`config.mk`:
```
export PLATFORM = sky130hd
export DESIGN_NAME = dram_wr_queue_flat
export DESIGN_NICKNAME = d
export VERILOG_FILES = /design/src/rtl/dram_wr_queue_if.sv /design/src/rtl/dram_wr_queue.sv /design/src/flat_wrapper.sv
export SDC_FILE = /design/constraint.sdc
export NUM_CORES = 1
export LEC_CHECK = 0
export ABC_AREA = 1
export BUFFER_PORTS_ARGS = -buffer_cell sky130_fd_sc_hd__buf_2
export CORE_MARGIN = 8
export CORE_UTILIZATION = 56
export CTS_CLUSTER_SIZE = 30
export DETAILED_ROUTE_END_ITERATION = 7
export PLACE_DENSITY = 0.86
export SETUP_SLACK_MARGIN = 0.3
export SLEW_MARGIN = 0
export SYNTH_ARGS = -nofsm -noshare
export SYNTH_HDL_FRONTEND = slang
export SYNTH_SLANG_ARGS = --single-unit
```
`constraint.sdc`:
```
create_clock -name dram_clk -period 3.6 [get_ports dram_clk]
set_input_delay 0.18 -clock dram_clk [delete_from_list [all_inputs] [get_ports dram_clk]]
set_output_delay 0.18 -clock dram_clk [all_outputs]
set_load 0.03 [all_outputs]
```
`src/rtl/dram_wr_queue_if.sv`:
```
// Write-beat and memory-command signals shared by the packer, the write queue and the controller.
// master is the packer/controller side; slave is the queue.
interface dram_wr_queue_if #(
    parameter int ADDR_WIDTH = 15,
    parameter int DATA_WIDTH = 32
);
    logic                  wr_en;
    logic [ADDR_WIDTH-1:0] wr_addr;
    logic [DATA_WIDTH-1:0] wr_data;
    logic                  dram_ready;
    logic                  wr_pending;
    logic                  mem_cmd_valid;
    logic                  mem_cmd_ready;
    logic [ADDR_WIDTH-1:0] mem_addr;
    logic [DATA_WIDTH-1:0] mem_data;
    logic                  mem_ack;
    logic                  overflow;
    logic                  ack_err;

    modport master (
        output wr_en, wr_addr, wr_data, mem_cmd_ready, mem_ack,
        input  dram_ready, wr_pending, mem_cmd_valid, mem_addr, mem_data, overflow, ack_err
    );
    modport slave (
        input  wr_en, wr_addr, wr_data, mem_cmd_ready, mem_ack,
        output dram_ready, wr_pending, mem_cmd_valid, mem_addr, mem_data, overflow, ack_err
    );
endinterface

```
`src/rtl/dram_wr_queue.sv`:
```
// DRAM write-command queue: buffers packer beats in a FIFO and issues them to the
// memory controller, capping the number of issued-but-unacknowledged writes.
module dram_wr_queue #(
    parameter int ADDR_WIDTH      = 15,
    parameter int DATA_WIDTH      = 32,
    parameter int DEPTH           = 16,
    parameter int AF_MARGIN       = 2,
    parameter int MAX_OUTSTANDING = 8
) (
    input  logic           dram_clk,
    input  logic           dram_rst,
    dram_wr_queue_if.slave bus
);
    localparam int PW = $clog2(DEPTH);
    localparam int CW = PW + 1;
    localparam int OW = $clog2(MAX_OUTSTANDING + 1);
    localparam logic [CW-1:0] FULL_CNT  = CW'(DEPTH);
    localparam logic [CW-1:0] AF_CNT    = CW'(DEPTH - AF_MARGIN);
    localparam logic [OW-1:0] OUT_LIMIT = OW'(MAX_OUTSTANDING);

    typedef struct packed {
        logic [ADDR_WIDTH-1:0] addr;
        logic [DATA_WIDTH-1:0] data;
    } beat_t;

    typedef enum logic [1:0] {IDLE, ISSUE, THROTTLE} state_t;

    beat_t         fifo [DEPTH];
    logic [PW-1:0] wr_ptr, rd_ptr;
    logic [CW-1:0] count, count_nxt;
    logic [OW-1:0] outstanding, outstanding_nxt;
    state_t        state, state_nxt;
    beat_t         cmd;
    logic          cmd_valid, cmd_valid_nxt;
    logic          ready_q, pending_q, overflow_q, ack_err_q;
    logic          hs, ack_ok, load, push;

    assign hs     = cmd_valid && bus.mem_cmd_ready;
    assign ack_ok = bus.mem_ack && (outstanding != '0 || hs);
    // A load in the same cycle frees the head slot, so a beat arriving at full is still taken.
    assign push   = bus.wr_en && (count != FULL_CNT || load);
    assign cmd_valid_nxt = load ? 1'b1 : (hs ? 1'b0 : cmd_valid);

    always_comb begin
        outstanding_nxt = outstanding;
        if (hs && !ack_ok)
            outstanding_nxt = outstanding + 1'b1;
        else if (!hs && ack_ok)
            outstanding_nxt = outstanding - 1'b1;
    end

    always_comb begin
        count_nxt = count;
        if (push && !load)
            count_nxt = count + 1'b1;
        else if (!push && load)
            count_nxt = count - 1'b1;
    end

    always_comb begin
        state_nxt = state;
        load      = 1'b0;
        case (state)
            IDLE: begin
                if (count != '0 && outstanding < OUT_LIMIT) begin
                    load      = 1'b1;
                    state_nxt = ISSUE;
                end
            end
            ISSUE: begin
                // Back-to-back issue uses the outstanding count as it will be after this edge.
                if (hs) begin
                    if (count != '0 && outstanding_nxt < OUT_LIMIT)
                        load = 1'b1;
                    else if (count != '0)
                        state_nxt = THROTTLE;
                    else
                        state_nxt = IDLE;
                end
            end
            THROTTLE: begin
                if (count == '0) begin
                    state_nxt = IDLE;
                end else if (outstanding < OUT_LIMIT) begin
                    load      = 1'b1;
                    state_nxt = ISSUE;
                end
            end
            default: state_nxt = IDLE;
        endcase
    end

    always_ff @(posedge dram_clk)
        if (push)
            fifo[wr_ptr] <= {bus.wr_addr, bus.wr_data};

    always_ff @(posedge dram_clk or posedge dram_rst) begin
        if (dram_rst) begin
            state       <= IDLE;
            wr_ptr      <= '0;
            rd_ptr      <= '0;
            count       <= '0;
            outstanding <= '0;
            cmd         <= '0;
            cmd_valid   <= 1'b0;
            ready_q     <= 1'b1;
            pending_q   <= 1'b0;
            overflow_q  <= 1'b0;
            ack_err_q   <= 1'b0;
        end else begin
            state       <= state_nxt;
            count       <= count_nxt;
            outstanding <= outstanding_nxt;
            cmd_valid   <= cmd_valid_nxt;
            if (push)
                wr_ptr <= wr_ptr + 1'b1;
            if (load) begin
                rd_ptr <= rd_ptr + 1'b1;
                cmd    <= fifo[rd_ptr];
            end
            ready_q   <= count_nxt < AF_CNT;
            pending_q <= count_nxt != '0 || cmd_valid_nxt || outstanding_nxt != '0;
            if (bus.wr_en && !push)
                overflow_q <= 1'b1;
            if (bus.mem_ack && !ack_ok)
                ack_err_q <= 1'b1;
        end
    end

    assign bus.mem_cmd_valid = cmd_valid;
    assign bus.mem_addr      = cmd.addr;
    assign bus.mem_data      = cmd.data;
    assign bus.dram_ready    = ready_q;
    assign bus.wr_pending    = pending_q;
    assign bus.overflow      = overflow_q;
    assign bus.ack_err       = ack_err_q;
endmodule

```
`src/flat_wrapper.sv`:
```
// flat-port wrapper written by rule: the top's interface ports become plain ports
module dram_wr_queue_flat 
#(
    parameter int ADDR_WIDTH      = 15,
    parameter int DATA_WIDTH      = 32,
    parameter int DEPTH           = 16,
    parameter int AF_MARGIN       = 2,
    parameter int MAX_OUTSTANDING = 8
)
  (dram_clk, dram_rst, bus_wr_en, bus_wr_addr, bus_wr_data, bus_mem_cmd_ready, bus_mem_ack, bus_dram_ready, bus_wr_pending, bus_mem_cmd_valid, bus_mem_addr, bus_mem_data, bus_overflow, bus_ack_err);
  dram_wr_queue_if #(.ADDR_WIDTH(ADDR_WIDTH), .DATA_WIDTH(DATA_WIDTH)) bus_i ();
  input  logic dram_clk;
  input  logic dram_rst;
  input wire logic [$bits(bus_i.wr_en)-1:0] bus_wr_en;
  input wire logic [$bits(bus_i.wr_addr)-1:0] bus_wr_addr;
  input wire logic [$bits(bus_i.wr_data)-1:0] bus_wr_data;
  input wire logic [$bits(bus_i.mem_cmd_ready)-1:0] bus_mem_cmd_ready;
  input wire logic [$bits(bus_i.mem_ack)-1:0] bus_mem_ack;
  output wire logic [$bits(bus_i.dram_ready)-1:0] bus_dram_ready;
  output wire logic [$bits(bus_i.wr_pending)-1:0] bus_wr_pending;
  output wire logic [$bits(bus_i.mem_cmd_valid)-1:0] bus_mem_cmd_valid;
  output wire logic [$bits(bus_i.mem_addr)-1:0] bus_mem_addr;
  output wire logic [$bits(bus_i.mem_data)-1:0] bus_mem_data;
  output wire logic [$bits(bus_i.overflow)-1:0] bus_overflow;
  output wire logic [$bits(bus_i.ack_err)-1:0] bus_ack_err;
  assign bus_i.wr_en = bus_wr_en;
  assign bus_i.wr_addr = bus_wr_addr;
  assign bus_i.wr_data = bus_wr_data;
  assign bus_i.mem_cmd_ready = bus_mem_cmd_ready;
  assign bus_i.mem_ack = bus_mem_ack;
  assign bus_dram_ready = bus_i.dram_ready;
  assign bus_wr_pending = bus_i.wr_pending;
  assign bus_mem_cmd_valid = bus_i.mem_cmd_valid;
  assign bus_mem_addr = bus_i.mem_addr;
  assign bus_mem_data = bus_i.mem_data;
  assign bus_overflow = bus_i.overflow;
  assign bus_ack_err = bus_i.ack_err;
  dram_wr_queue #(.ADDR_WIDTH(ADDR_WIDTH), .DATA_WIDTH(DATA_WIDTH), .DEPTH(DEPTH), .AF_MARGIN(AF_MARGIN), .MAX_OUTSTANDING(MAX_OUTSTANDING)) u_core (.dram_clk(dram_clk), .dram_rst(dram_rst), .bus(bus_i));
endmodule
```
## Word-level counts from Yosys, hierarchy flattened

Memories as Yosys holds them, arrays and structs flattened. A register that Yosys moved wholly into a read port is not among the register bits.
Cells that the tools add are included.

| word-level totals | value |
|---|---|
| flip-flop bits (word level) | 24 |
| bits in writable memories | 752 |
| output and inout bits | 52 |
| memories | 1 |

| operators by class | value |
|---|---|
| add/sub/neg operators | 6 |
| $lt $le $gt $ge | 3 |
| eq/ne operators | 7 |
| mux-type cells | 21 |
| reduce and logical (&&, ||, !) cells | 26 |

Memories:

| name | depth | bits a word | read ports | clocked after Yosys merged registers in | wr ports | line | text |
|---|---|---|---|---|---|---|---|
| u_core.fifo | 16 | 47 | 1 | 1 | 1 | dram_wr_queue.sv:28 | `beat_t fifo [DEPTH];` |

Operator list:

| operator | number |
|---|---|
| $add A4 B1 Y4 const B | 3 |
| $mux W2 | 6 |
| $logic_and A1 B1 Y1 | 11 |
| $mux W5 | 2 |
| $reduce_bool A5 Y1 | 2 |
| $mux W1 | 9 |
| $lt A4 B4 Y1 const B | 2 |
| $mux W4 | 2 |
| $reduce_bool A4 Y1 | 2 |
| $pmux W2 S3 | 1 |
| $add A5 B1 Y5 const B | 1 |
| $logic_not A5 Y1 | 1 |
| $lt A5 B4 Y1 const B | 1 |
| $ne A5 B5 Y1 const B | 1 |
| $sub A5 B1 Y5 const B | 1 |
| $logic_not A1 Y1 | 4 |
| $logic_or A1 B1 Y1 | 4 |
| $ne A2 B1 Y1 const B | 2 |
| $reduce_and A4 Y1 | 1 |
| $sub A4 B1 Y4 const B | 1 |
| $ne A3 B1 Y1 const B | 1 |
| $pmux W1 S3 | 1 |
| $eq A2 B1 Y1 const B | 1 |
| $eq A2 B2 Y1 const B | 1 |
| other kinds (2) | 2 |

## Depth between registers and ports, before layout

| depth | value |
|---|---|
| depth after elaboration | 20 |
| mapped depth | 15 |
| mapped depth without buffers | 15 |

## Worst setup path before layout

OpenSTA, ideal clock, no wires.

| timing | value |
|---|---|
| path type | register -> register |
| start | register u_core.cmd_valid (netlist: u_core.bus.mem_cmd_valid) |
| end | memory u_core.fifo[11][0] (netlist bit) (enable) |
| arrival | 3,609 ps |
| setup slack | -461 ps |
| stages on the path, launching flop included | 14 |
| path buffers | 0 |
| cell sequence | dfrtp_1 -> nand2_2 -> nor2_4 -> inv_2 -> nand2_2 -> inv_2 -> nand3_2 -> nand4_4 -> nand2_4 -> or2_4 -> nand2_4 -> nor2_4 -> inv_2 -> nor2_1 |

| on the way | value |
|---|---|
| word-level cells in the longest chain between the ends | 15 |
| elaborated cells on any way between the ends | 18 |
| classes of those cells | order compare (1); mux (7); reduce/logical (10) |

Ends and longest elaborated chain:

| element | line | text |
|---|---|---|
| start: declaration | dram_wr_queue.sv:34 | `logic cmd_valid, cmd_valid_nxt;` |
| start signal: assignment | dram_wr_queue.sv:114 | `cmd_valid <= cmd_valid_nxt;` |
| $logic_and A1 B1 Y1 (*) | dram_wr_queue.sv:38 | `assign hs = cmd_valid && bus.mem_cmd_ready;` |
| $logic_or A1 B1 Y1 | dram_wr_queue.sv:39 | `assign ack_ok = bus.mem_ack && (outstanding != '0 \|\| hs);` |
| $logic_and A1 B1 Y1 | dram_wr_queue.sv:39 |  |
| $logic_and A1 B1 Y1 or $logic_not A1 Y1 (tied branches) | dram_wr_queue.sv:48, dram_wr_queue.sv:46 |  |
| $mux W4 or $logic_and A1 B1 Y1 (tied branches) | dram_wr_queue.sv:48, dram_wr_queue.sv:46 |  |
| $mux W4 | dram_wr_queue.sv:46 | `if (hs && !ack_ok)` |
| $lt A4 B4 Y1 | dram_wr_queue.sv:73 | `if (count != '0 && outstanding_nxt < OUT_LIMIT)` |
| $logic_and A1 B1 Y1 | dram_wr_queue.sv:73 |  |
| $mux W1 | dram_wr_queue.sv:73 |  |
| $mux W1 (*) | dram_wr_queue.sv:72 | `if (hs) begin` |
| $pmux W1 S3 (*) | dram_wr_queue.sv:63 | `case (state)` |
| $logic_or A1 B1 Y1 (*) | dram_wr_queue.sv:41 | `assign push = bus.wr_en && (count != FULL_CNT \|\| load);` |
| $logic_and A1 B1 Y1 (*) | dram_wr_queue.sv:41 |  |
| $mux W1 (*) | dram_wr_queue.sv:94 | `if (push)` |
| $mux W1 (implied by the code) (*) | dram_wr_queue.sv:95 | `fifo[wr_ptr] <= {bus.wr_addr, bus.wr_data};` |
| end: declaration | dram_wr_queue.sv:28 |  |

Mark *: on every way between the ends. The rest lies on a longest branch, timed or not.

## Final worst setup path

| timing | value |
|---|---|
| start | register u_core.count[0] |
| end | memory u_core.fifo[0][3] (netlist bit) (enable) |

| on the way | value |
|---|---|
| word-level cells in the longest chain between the ends | 9 |
| elaborated cells on any way between the ends | 14 |
| classes of those cells | eq/ne (1); mux (7); reduce/logical (6) |

Ends and longest elaborated chain:

| element | line | text |
|---|---|---|
| start: declaration | dram_wr_queue.sv:30 | `logic [CW-1:0] count, count_nxt;` |
| start signal: assignment | dram_wr_queue.sv:112 | `count <= count_nxt;` |
| $reduce_bool A5 Y1 | dram_wr_queue.sv:65, dram_wr_queue.sv:73 |  |
| $logic_and A1 B1 Y1 | dram_wr_queue.sv:73 |  |
| $mux W1 | dram_wr_queue.sv:73 |  |
| $mux W1 | dram_wr_queue.sv:72 |  |
| $pmux W1 S3 | dram_wr_queue.sv:63 |  |
| $logic_or A1 B1 Y1 (*) | dram_wr_queue.sv:41 |  |
| $logic_and A1 B1 Y1 (*) | dram_wr_queue.sv:41 |  |
| $mux W1 (*) | dram_wr_queue.sv:94 |  |
| $mux W1 (implied by the code) (*) | dram_wr_queue.sv:95 |  |

Marked as above.

==> results.toml <==
[finish]
antenna-diode-count = 0
multiInputGateArea_um2 = 6880
register_area_um2 = 24400
area_growth_pct = 14.3
fin_area_um2 = 36600
fin_nets = 2486
drive_gt1_share_pct = 13.4
fillers = 3715

[timing]
min_period_ns = 2.94
finClkSkew_ns = 0.0298
fmax_ghz = 0.340
finalMaxSlewViolations = 0
slew_headroom_pct = 21.6
fin_tns_setup_ns = 0
period_share_pct = 81.7
setup_viol = 0
hold_violations = 0
rsz0062_at_grt = "false"
whs_ns = 0.213
tightest_slew_ns = 1.18

[power]
totalPowerFinal_mw = 30.3
leakage_nw = 12.0
power.density_nw_per_um2 = 829
vdd_ir_drop_max_uv = 772

[global_route]
grt-busiest-layer = "met2"
grtUsageMet1_pct = 33.1
grtUsageMet3_pct = 5.24
grt_usage_pct = 25.2
use_met2_pct = 40.4
grt_max_degree = 169
grt_pass1_vias = 21400
gr-total-overflow = 0
antenna_found_initial = 1
grt_pass1_wl_um = 125000

[critical_path]
slowest_delay_ns = 0.47
critPathBufInv = 4
path_max_fanout = 28
start_kind = "flip-flop"
end_kind = "flip-flop"
slowest_stage = "nor2_4"
cp.required_ns = 3.91
cp_cell_sequence = "inv_1 > ha_1 > nand3_2 > nand2_1 > inv_1 > nand4_4 > nand2_4 > or2_4 > nand2_4 > inv_4 > nand2_2 > nor2_4 > buf_12"
crit_family = "simple AND/OR/NAND/NOR gates"
path_class = "flip-flop to flip-flop"
arrival_ns = 3.25

[clocking]
cts_resized = 0
path_clk_slew_ns = 0.07
clk_latency_ns = 0.65
tritoncts = "built"
clock-sinks = 823
cts-root-buf = "clkbuf_16"
ctsLongestPathBuffers = 3
ctsHtreeMaxLevel = 3
cts_buffers = 81
post-cts-setup-buffers = 0

[synth]
synthesis.nets = 2361
async_reset_ff_share_pct = 8.63
synth-simple-area-share_pct = 7.15
yosysSeqAreaShare_pct = 76.1
ys.warnings.count = 0
synth_cell_types = 38
synth_top_family_by_area = "compound AO/OA/AOI/OAI gates"
ys.flop_type = "edfxtp_1"
ys_top_cells_by_area = "edfxtp_1, o21ai_0, dfrtp_1"
yosys.area_share.adder_pct = 0.391
synth_top_area_share_pct = 70.6
synth_area_um2 = 32000
synth_edf_count = 752
synthCells = 2299
syn-mean-instance-area_um2 = 13.9
synth_compound_area_share_pct = 13.2
yosysTopAreaCell = "edfxtp_1"
synth_mux_area_share_pct = 0
synth-seq-cells = 823
synth_xor_area_share_pct = 0.383

[die]
io_pins = 104
fp.coreArea_um2 = 56500
rows = 87
fp.dieH_um = 255
start_util_pct = 56.6
die-area_um2 = 65100
die_w_um = 255

[flow_run]
maxCapViolCount = 0

[placed_design]
io_buffers = 103
hpwlAfterDp_um = 43300
placed_cell_area_um2 = 33500
gp_congestion = 0.774

[route]
detailedRoute.firstIterationViolations = 3028
ant_nets = 0
drc_errors = 0
wire_per_inst_um = 25.7
routed_via_density = 6.60
wl_um = 83400
dr_total_vias = 21400
dr.pass1.iters = 5

[run_status]
status = "finished, final reports clean"

[worst_hold_path]
hold_class = "input pin to async pin"
-- cells in the mapped netlist, types with 3 or more instances --
master,count
a31oi_1,47
buf_2,45
buf_4,8
clkbuf_1,110
dfrtp_1,70
edfxtp_1,752
ha_1,10
inv_1,34
inv_2,5
nand2_1,37
nand2_2,7
nand3_1,51
nand3_2,3
nand4_1,3
nor2_1,445
nor2_4,3
o211ai_1,64
o21ai_0,378
o21ai_1,3
o221ai_1,126
o22ai_1,62
xor2_1,13
-- where the power goes --
part           leakage [nW]  internal [mW]  switching, mW  total [mW]
clock network          1.26           4.61           3.60        8.20
registers              7.58           11.7          0.793        12.5
logic                  3.13           2.73           6.92        9.65
total                  12.0           19.0           11.3        30.3
-- layout by cell type (no fill, tap or decap), types with 47 or more instances in the layout --
| master | instances |
|---|---|
| a31oi_1 | 47 |
| buf_2 | 103 |
| clkbuf_16 | 84 |
| dfrtp_1 | 66 |
| dlygate4sd3_1 | 51 |
| edfxtp_1 | 752 |
| nand3_1 | 51 |
| nor2_1 | 429 |
| o211ai_1 | 64 |
| o21ai_0 | 378 |
| o221ai_1 | 126 |
| o22ai_1 | 62 |
-- metal layers --
layer | routed length, um | up-vias
met5 | 0 | -
met3 | 9390 | 264
met1 | 30300 | 10500
met2 | 40400 | 1622
met4 | 3390 | 0
li1 | - | 9000
-- repair_timing --
item,4_1_cts,5_1_grt
endpoints found under the hold margin,792,0
endpoints found under the setup margin,0,0
hold buffers,51,0
-- registers in the layout, indices dropped and copies added, names as in the netlist --
name and cells:
u_core.fifo 752, u_core.bus.mem_data 32, u_core.bus.mem_addr 15, u_core.count 5, u_core.outstanding 4, u_core.rd_ptr 4, u_core.wr_ptr 4, u_core.state 2
u_core.bus.ack_err 1, u_core.bus.dram_ready 1, u_core.bus.mem_cmd_valid 1, u_core.bus.overflow 1, u_core.bus.wr_pending 1
-- path summary, 6_finish.rpt --
path	startpoint	to	slack, ns	cells after the start
setup / recovery	u_core.count[0]	u_core.fifo[0][3]	0.66	13
hold / removal	dram_rst	u_core.wr_ptr[0]	0.21	3
setup reg to reg	u_core.count[0]	u_core.fifo[0][3]	0.66	13
hold reg to reg	u_core.bus.ack_err	u_core.bus.ack_err	0.48	1
max in group asynchronous	dram_rst	u_core.bus.dram_ready	2.48	4
min in group dram_clk	bus_mem_cmd_ready	u_core.bus.mem_cmd_valid	0.38	3
-- logic make-up after synthesis --
kind of cell	after synthesis
buffers and inverters	208
AOI/OAI and AO/OA	686
DFF	823
and+or+nand+nor	558
xor gates and xnor gates	14
adders and majority gates	10
-- cell type report --
class	instances	share of cell area, %
Clock buffer	110	6.21
Clock inverter	41	0.862
Inverter	41	0.462
Multi-Input combinational cell	1268	18.8
Sequential cell	823	66.6
Tap cell	756	2.59
Timing Repair Buffer	209	4.45
-- stage by stage --
step                      util [%]  cells  setup slack [ns]
after global routing          64.7   3248             0.504
after global placement        59.3   3046             0.754
after detailed placement      59.3   3046             0.687
after floorplan                  -   2299            -0.461
after CTS                     64.7   3248             0.656
final                         64.7   3248             0.660
-- worst reg2reg max path, stage by stage (launching register included) --
cell	delay, ns
dfrtp_1	0.42
inv_1	0.10
ha_1	0.24
nand3_2	0.10
nand2_1	0.07
inv_1	0.11
nand4_4	0.16
nand2_4	0.10
or2_4	0.13
nand2_4	0.09
inv_4	0.12
nand2_2	0.15
nor2_4	0.47
buf_12	0.33
Note: power is estimated with default switching activity, not from simulation.
